## config.mk

```make
export PLATFORM = sky130hd
export DESIGN_NAME = hazard_forward_unit
export DESIGN_NICKNAME = d
export VERILOG_FILES = /design/src/rtl/hazard_forward_unit_pkg.sv /design/src/rtl/hazard_forward_unit_track.sv /design/src/rtl/hazard_forward_unit.sv
export SDC_FILE = /design/constraint.sdc
export NUM_CORES = 1
export LEC_CHECK = 0
export ABC_AREA = 0
export BUFFER_PORTS_ARGS = -buffer_cell sky130_fd_sc_hd__buf_2
export CAP_MARGIN = 40
export CORE_MARGIN = 2
export CORE_UTILIZATION = 50
export CTS_CLUSTER_DIAMETER = 30
export CTS_CLUSTER_SIZE = 14
export DETAILED_ROUTE_END_ITERATION = 6
export GPL_TIMING_DRIVEN = 0
export PLACE_DENSITY = 0.8
export SLEW_MARGIN = 10
export SYNTH_ARGS = -nofsm -noshare
export SYNTH_HDL_FRONTEND = slang
export SYNTH_SLANG_ARGS = --single-unit
```

## constraint.sdc

```tcl
create_clock -name clk -period 4.5 [get_ports clk]
set_clock_uncertainty 0.2 [all_clocks]
set_input_delay 0.45 -clock clk [delete_from_list [all_inputs] [get_ports clk]]
set_output_delay 0.45 -clock clk [all_outputs]
set_load 0.01 [all_outputs]
```

## src/rtl/hazard_forward_unit_pkg.sv

```systemverilog
// Shared constants for the forwarding / load-use hazard unit:
// forward-select encodings, default register address width, stall counter width.
package hazard_forward_unit_pkg;

    typedef enum logic [2:0] {
        FWD_RF  = 3'd0,
        FWD_EX  = 3'd1,
        FWD_MEM = 3'd2,
        FWD_WB  = 3'd3,
        FWD_S4  = 3'd4
    } fwd_src_e;

    localparam int REG_AW_DEF  = 5;
    localparam int STALL_CNT_W = 16;

endpackage

```

## src/rtl/hazard_forward_unit_track.sv

```systemverilog
// One entry of the destination-register tracking pipeline.
// Loads the upstream record when accept=1, otherwise captures a bubble.
module hazard_track_stage
    import hazard_forward_unit_pkg::*;
#(
    parameter int REG_AW = REG_AW_DEF
) (
    input  logic              clk,
    input  logic              rst,
    input  logic              accept,
    input  logic [REG_AW-1:0] nxt_rw,
    input  logic              nxt_regwrite,
    input  logic              nxt_memread,
    output logic [REG_AW-1:0] rw,
    output logic              regwrite,
    output logic              memread
);

    always_ff @(posedge clk) begin
        if (rst || !accept) begin
            rw       <= '0;
            regwrite <= 1'b0;
            memread  <= 1'b0;
        end else begin
            rw       <= nxt_rw;
            regwrite <= nxt_regwrite;
            memread  <= nxt_memread;
        end
    end

endmodule

```

## src/rtl/hazard_forward_unit.sv

```systemverilog
// Forwarding select and load-use stall generation from a self-maintained record
// of in-flight destination registers; also counts stall cycles (saturating).
module hazard_forward_unit
    import hazard_forward_unit_pkg::*;
#(
    parameter int REG_AW     = REG_AW_DEF,
    parameter int NUM_SRC    = 2,
    parameter int FWD_STAGES = 2,
    parameter int LOAD_LAT   = 2,
    parameter int SEL_W      = $clog2(FWD_STAGES + 1)
) (
    input  logic                      clk,
    input  logic                      rst,
    input  logic                      id_valid,
    input  logic [NUM_SRC*REG_AW-1:0] id_src,
    input  logic [NUM_SRC-1:0]        id_src_used,
    input  logic [REG_AW-1:0]         id_rw,
    input  logic                      id_regwrite,
    input  logic                      id_memread,
    input  logic                      flush,
    output logic                      stall,
    output logic [NUM_SRC*SEL_W-1:0]  fwd_sel,
    output logic [STALL_CNT_W-1:0]    stall_count
);

    logic [REG_AW-1:0] s_rw       [1:FWD_STAGES];
    logic              s_regwrite [1:FWD_STAGES];
    logic              s_memread  [1:FWD_STAGES];

    logic              issue;
    logic              load_hit;
    logic [REG_AW-1:0] src;
    logic [SEL_W-1:0]  sel;

    assign issue = id_valid & ~stall & ~flush;

    for (genvar k = 1; k <= FWD_STAGES; k++) begin : g_stage
        if (k == 1) begin : g_head
            hazard_track_stage #(.REG_AW(REG_AW)) u_stage (
                .clk          (clk),
                .rst          (rst),
                .accept       (issue),
                .nxt_rw       (id_rw),
                .nxt_regwrite (id_regwrite),
                .nxt_memread  (id_memread),
                .rw           (s_rw[k]),
                .regwrite     (s_regwrite[k]),
                .memread      (s_memread[k])
            );
        end else begin : g_tail
            // Older entries always drain, even while ID is stalled.
            hazard_track_stage #(.REG_AW(REG_AW)) u_stage (
                .clk          (clk),
                .rst          (rst),
                .accept       (1'b1),
                .nxt_rw       (s_rw[k-1]),
                .nxt_regwrite (s_regwrite[k-1]),
                .nxt_memread  (s_memread[k-1]),
                .rw           (s_rw[k]),
                .regwrite     (s_regwrite[k]),
                .memread      (s_memread[k])
            );
        end
    end

    // Scan oldest to youngest so the youngest matching producer is left in sel.
    always_comb begin
        load_hit = 1'b0;
        fwd_sel  = '0;
        src      = '0;
        sel      = '0;
        for (int i = 0; i < NUM_SRC; i++) begin
            src = id_src[i*REG_AW +: REG_AW];
            sel = SEL_W'(FWD_RF);
            for (int k = FWD_STAGES; k >= 1; k--) begin
                if (id_src_used[i] && s_regwrite[k] && (s_rw[k] != '0) && (s_rw[k] == src)) begin
                    sel = SEL_W'(k);
                    if ((k < LOAD_LAT) && s_memread[k]) begin
                        load_hit = 1'b1;
                    end
                end
            end
            fwd_sel[i*SEL_W +: SEL_W] = sel;
        end
    end

    assign stall = load_hit & id_valid & ~flush;

    always_ff @(posedge clk) begin
        if (rst) begin
            stall_count <= '0;
        end else if (stall && (stall_count != '1)) begin
            stall_count <= stall_count + STALL_CNT_W'(1);
        end
    end

endmodule

```

Word-level counts from Yosys, hierarchy flattened. Index checks and enable logic that the tools add are counted.

Register bits: 29. Output and inout port bits: 21. Logic and storage cells: 43.

$add $sub $neg: 1. Bitwise logic cells: 6. Equality and inequality tests: 5. Reductions and logical operators: 17. Muxes and demuxes: 8.

Operators by type and width (count): 5-bit equality test (4); 16-bit by 1-bit adder with 16-bit output, second input constant (1); 16-bit inequality test, second input constant (1); 1-bit logical AND (13); 5-bit nonzero test (2); 2-bit two-way mux (4); 1-bit AND (4); 1-bit two-way mux (4); 1-bit inverter (2); 1-bit zero test (1); 1-bit logical OR (1).

Longest topological paths before layout.
Depth after elaboration: 13. Gate-level depth with buffers: 9. Gate-level depth less buffers: 7.

By module. Synthesis repeated with hierarchy kept, for this count alone.

Cells, all modules: 165. Area, all modules: 1515.2 µm².

By module, submodules not included: hazard_forward_unit (cells each 137, instances 1, sequential area each 320.3 µm², area an instance 1112.3 µm²); hazard_track_stage (cells each 14, instances 2, sequential area each 140.1 µm², area an instance 201.4 µm²).

Least setup slack after synthesis. Ideal clock, no wire load.

Path kind: flip-flop to output port. From: register g_stage[1].g_head.u_stage.rw[1]. To: output port fwd_sel[1]. Cell stages (with the launch flop): 5. Buffers on the path: 0. Required time: 3.850 ns. Setup slack: 2.333 ns. Arrival time: 1.517 ns. Cells stage by stage: dfxtp_1 -> or4_4 -> o21ai_0 -> nor2b_1 -> nor3_1.

Cells in the longest elaborated chain, start to end: 4.

Ends and longest elaborated chain: from (decl) (line hazard_forward_unit_track.sv:14) `output logic [REG_AW-1:0] rw,`; from (signal assigned) (line hazard_forward_unit_track.sv:25) `rw <= nxt_rw;`; 5-bit nonzero test (line hazard_forward_unit.sv:76) `if (id_src_used[i] && s_regwrite[k] && (s_rw[k] != '0) && (s_rw[k] == src)) begin`; 1-bit logical AND (line hazard_forward_unit.sv:76); 1-bit logical AND * (line hazard_forward_unit.sv:76); 2-bit two-way mux * (line hazard_forward_unit.sv:76); to (decl) (line hazard_forward_unit.sv:22) `output logic [NUM_SRC*SEL_W-1:0] fwd_sel,`.

Every way passes the cells marked *; elsewhere a longest branch is shown, timed or not.

Final worst setup path.
From: register g_stage[1].g_head.u_stage.rw[0]. To: output port stall.

Cells in the longest elaborated chain, start to end: 8.

Ends and longest elaborated chain: 5-bit nonzero test (line hazard_forward_unit.sv:76); 1-bit logical AND (2 in a row) (line hazard_forward_unit.sv:76); 1-bit two-way mux (line hazard_forward_unit.sv:76); 1-bit two-way mux (line hazard_forward_unit.sv:78) `if ((k < LOAD_LAT) && s_memread[k]) begin`; 1-bit two-way mux * (line hazard_forward_unit.sv:76); 1-bit AND * (2 in a row) (line hazard_forward_unit.sv:87) `assign stall = load_hit & id_valid & ~flush;`; to (decl) (line hazard_forward_unit.sv:21) `output logic stall,`.

Marked as above.

==> results.yml <==
place:
  hpwl_mm: 2.75
  gp_congestion: 0.958
  port_buffers: 43
die:
  core-area_um2: 2810
  rows: 19
  io_pins: 44
  dieArea_um2: 3450
  die_x_um: 58.8
  die_h_um: 58.8
  initial_core_util_pct: 53.4
timing:
  setup_violations: 0
  tightest_slew_ns: 0.449
  hold_violations: 0
  min_period_over_period_pct: 60.0
  min_period_ns: 2.70
  setup_tns_ns: 0
  clock.fmax_ghz: 0.370
  slew_viol_final: 0
  timing.hold.ws_ns: 0.115
  relSlewSlack_pct: 70.1
  rsz0062_at_grt: "false"
cts:
  cts.sinks: 29
  ctsHoldBuffers: 0
  cts_max_level: 2
  numCtsBuffers: 5
  clock_latency_ns: 0.33
  tritoncts: "built"
  cts_resized: 0
  clkTransAtPathRegs_ns: 0.09
  cts-root-buf: "clkbuf_4"
  cts_buffer_depth: 2
  post-cts-setup-buffers: 0
synth:
  syn_nets: 192
  avgSynthCellArea_um2: 8.92
  netlist_area_um2: 1500
  async_flop_share_pct: 0
  synthDistinctLibCells: 34
  yosysWarnings: 0
  ys_seq_area_share_pct: 38.7
  synth_commonest_cells: "dfxtp_1, xor2_1, a21oi_1, or3_1"
  yosysMostFrequentCell: "dfxtp_1"
  netlist_top_cells_area: "dfxtp_1, xor2_1, or3_1, nor2b_1, a21oi_1"
  synth_flop_cell: "dfxtp_1"
  synth_largest_area_cell: "dfxtp_1"
  syn_inst: 168
  yosysTopAreaCellShare_pct: 38.7
  ys_seq_elements: 29
  synth-edff-count: 0
flow_run:
  cap_violations: 0
global_route:
  grt_pass1_vias: 1298
  met1_usage_pct: 28.7
  grt.overflow.total: 0
  grt-busiest-layer: "met2"
  grt_max_degree: 11
  grt_pass1_wl_mm: 5.95
  grt_util_met2_pct: 36.0
  track_usage_pct: 22.9
  antenna_found_initial: 0
  use_met3_pct: 5.93
route:
  postRouteAntennaNets: 0
  dr.pass1.iters: 6
  vias: 1443
  routed_wl_mm: 3.63
  drc: 3
  wl_per_cell_um: 14.5
  drt_iter0_drc: 55
  via_per_inst: 5.77
power_and_ir_drop:
  vdd_ir_drop_max_v: 0.000222
  p_leak_nw: 0.766
  powerDensity_nw_per_um2: 282
outcome:
  violations: "DRC"
  status: "finished, violations left"
final_layout:
  layout.nets: 242
  n_antenna_cell: 0
  area_growth_pct: 22.6
  drive_gt1_share_pct: 27.9
hold_path:
  hp-class: "in -> reg"
setup_path:
  worstSetupPathType: "reg -> out"
  crit_arrival_ns: 2.05
  cp.required_ns: 3.85
  worst_setup_path_end_kind: "output pin"
  critPathLaunchType: "flip-flop"
  slowest_stage: "dfxtp_1"
  crit_chain: "xor2_1, nor4_1, and3_2, nor2_1, nor3_1, buf_2"
  path_max_fanout: 5
  timing.reg2reg.setup_slack_ns: 2.22
  slowest_delay_ns: 0.48
-- report_power, final --
group          leakage, nW  internal (W)  switching (W)
Combinational        0.486     0.0000170      0.0000168
Sequential           0.234      0.000259     0.00000318
Clock               0.0455      0.000133      0.0000897
Total                0.766      0.000409       0.000110
-- through the flow --
stage	area, um^2	total power, W	setup slack (ns)	cells	utilization, %
floorplan	1500	0.000285	2.33	168	-
global placement	1750	0.000300	2.10	242	62.5
detailed placement	1750	0.000302	2.03	242	62.5
CTS	1840	0.000523	1.79	250	65.5
global route	1840	0.000536	1.68	250	65.5
finish	1840	0.000518	1.80	250	65.5
-- placed cells by master, fill, tap and decap left out, types with 3 or more instances in the layout --
cell / synthesis / final
nor2b_1: 9 / 9
nand4_1: 6 / 6
nor3_1: 4 / 4
nor2_1: 9 / 9
xor2_1: 17 / 17
xnor2_1: 4 / 4
a21oi_1: 11 / 11
clkbuf_4: 0 / 5
o21ai_0: 4 / 4
and2_1: 8 / 8
clkbuf_1: 2 / 3
dfxtp_1: 29 / 29
nor4_1: 8 / 8
or3_1: 11 / 11
or4_1: 3 / 3
buf_2: 0 / 43
nand2_1: 4 / 4
o21ai_1: 8 / 8
inv_1: 3 / 3
nand3_1: 7 / 7
-- final cells by class --
cell class / instances / area (um^2)
well taps: 31 / 38.8
fillers: 232 / 967
plain buffers: 4 / 33.8
flip-flops and latches: 29 / 581
clock inverters: 1 / 30.0
repair buffers: 43 / 215
clock buffers: 7 / 55.1
multi-input cells: 132 / 873
inverters: 3 / 11.3
-- worst max-delay path, delay by kind of cell, from the launching register on --
| family | cells | cell delay (ns) |
|---|---|---|
| xor gates and xnor gates | 1 | 0.11 |
| buffers and inverters | 1 | 0.17 |
| and+or+nand+nor | 4 | 0.96 |
| DFF | 1 | 0.48 |
-- flip-flops by register name (all words and copies together) (netlist names) --
name	cells
g_stage.g_head.u_stage.memread	1
g_stage.g_head.u_stage.regwrite	1
g_stage.g_head.u_stage.rw	5
g_stage.g_tail.u_stage.regwrite	1
g_stage.g_tail.u_stage.rw	5
stall_count	16
-- worst paths after layout --
kind                                         startpoint  depth (start not counted)                                            end
min reg2reg                stall_count[10]$_SDFFE_PP0P_                          2                   stall_count[10]$_SDFFE_PP0P_
max reg2reg  g_stage[1].g_head.u_stage.rw[0]$_SDFF_PP0_                          6                   stall_count[11]$_SDFFE_PP0P_
min                                         id_regwrite                          2  g_stage[1].g_head.u_stage.regwrite$_SDFF_PP0_
max          g_stage[1].g_head.u_stage.rw[0]$_SDFF_PP0_                          6                                          stall
-- layer usage --
| metal | vias up | wire length [um] |
|---|---|---|
| li1 | 705 | - |
| met1 | 656 | 1550 |
| met2 | 67 | 1700 |
| met3 | 15 | 256 |
| met4 | 0 | 118 |
| met5 | - | 0 |
-- cell families after synthesis --
kind of cell    after synthesis  share of synthesized area, %
flops                        29                          38.7
buf+inv                       7                          3.00
compound gates               28                          11.7
fa+ha+maj                     1                         0.835
mux                           4                          2.84
xor+xnor                     21                          12.3
simple gates                 78                          30.6
No activity file was read; power rests on OpenSTA's default activity.
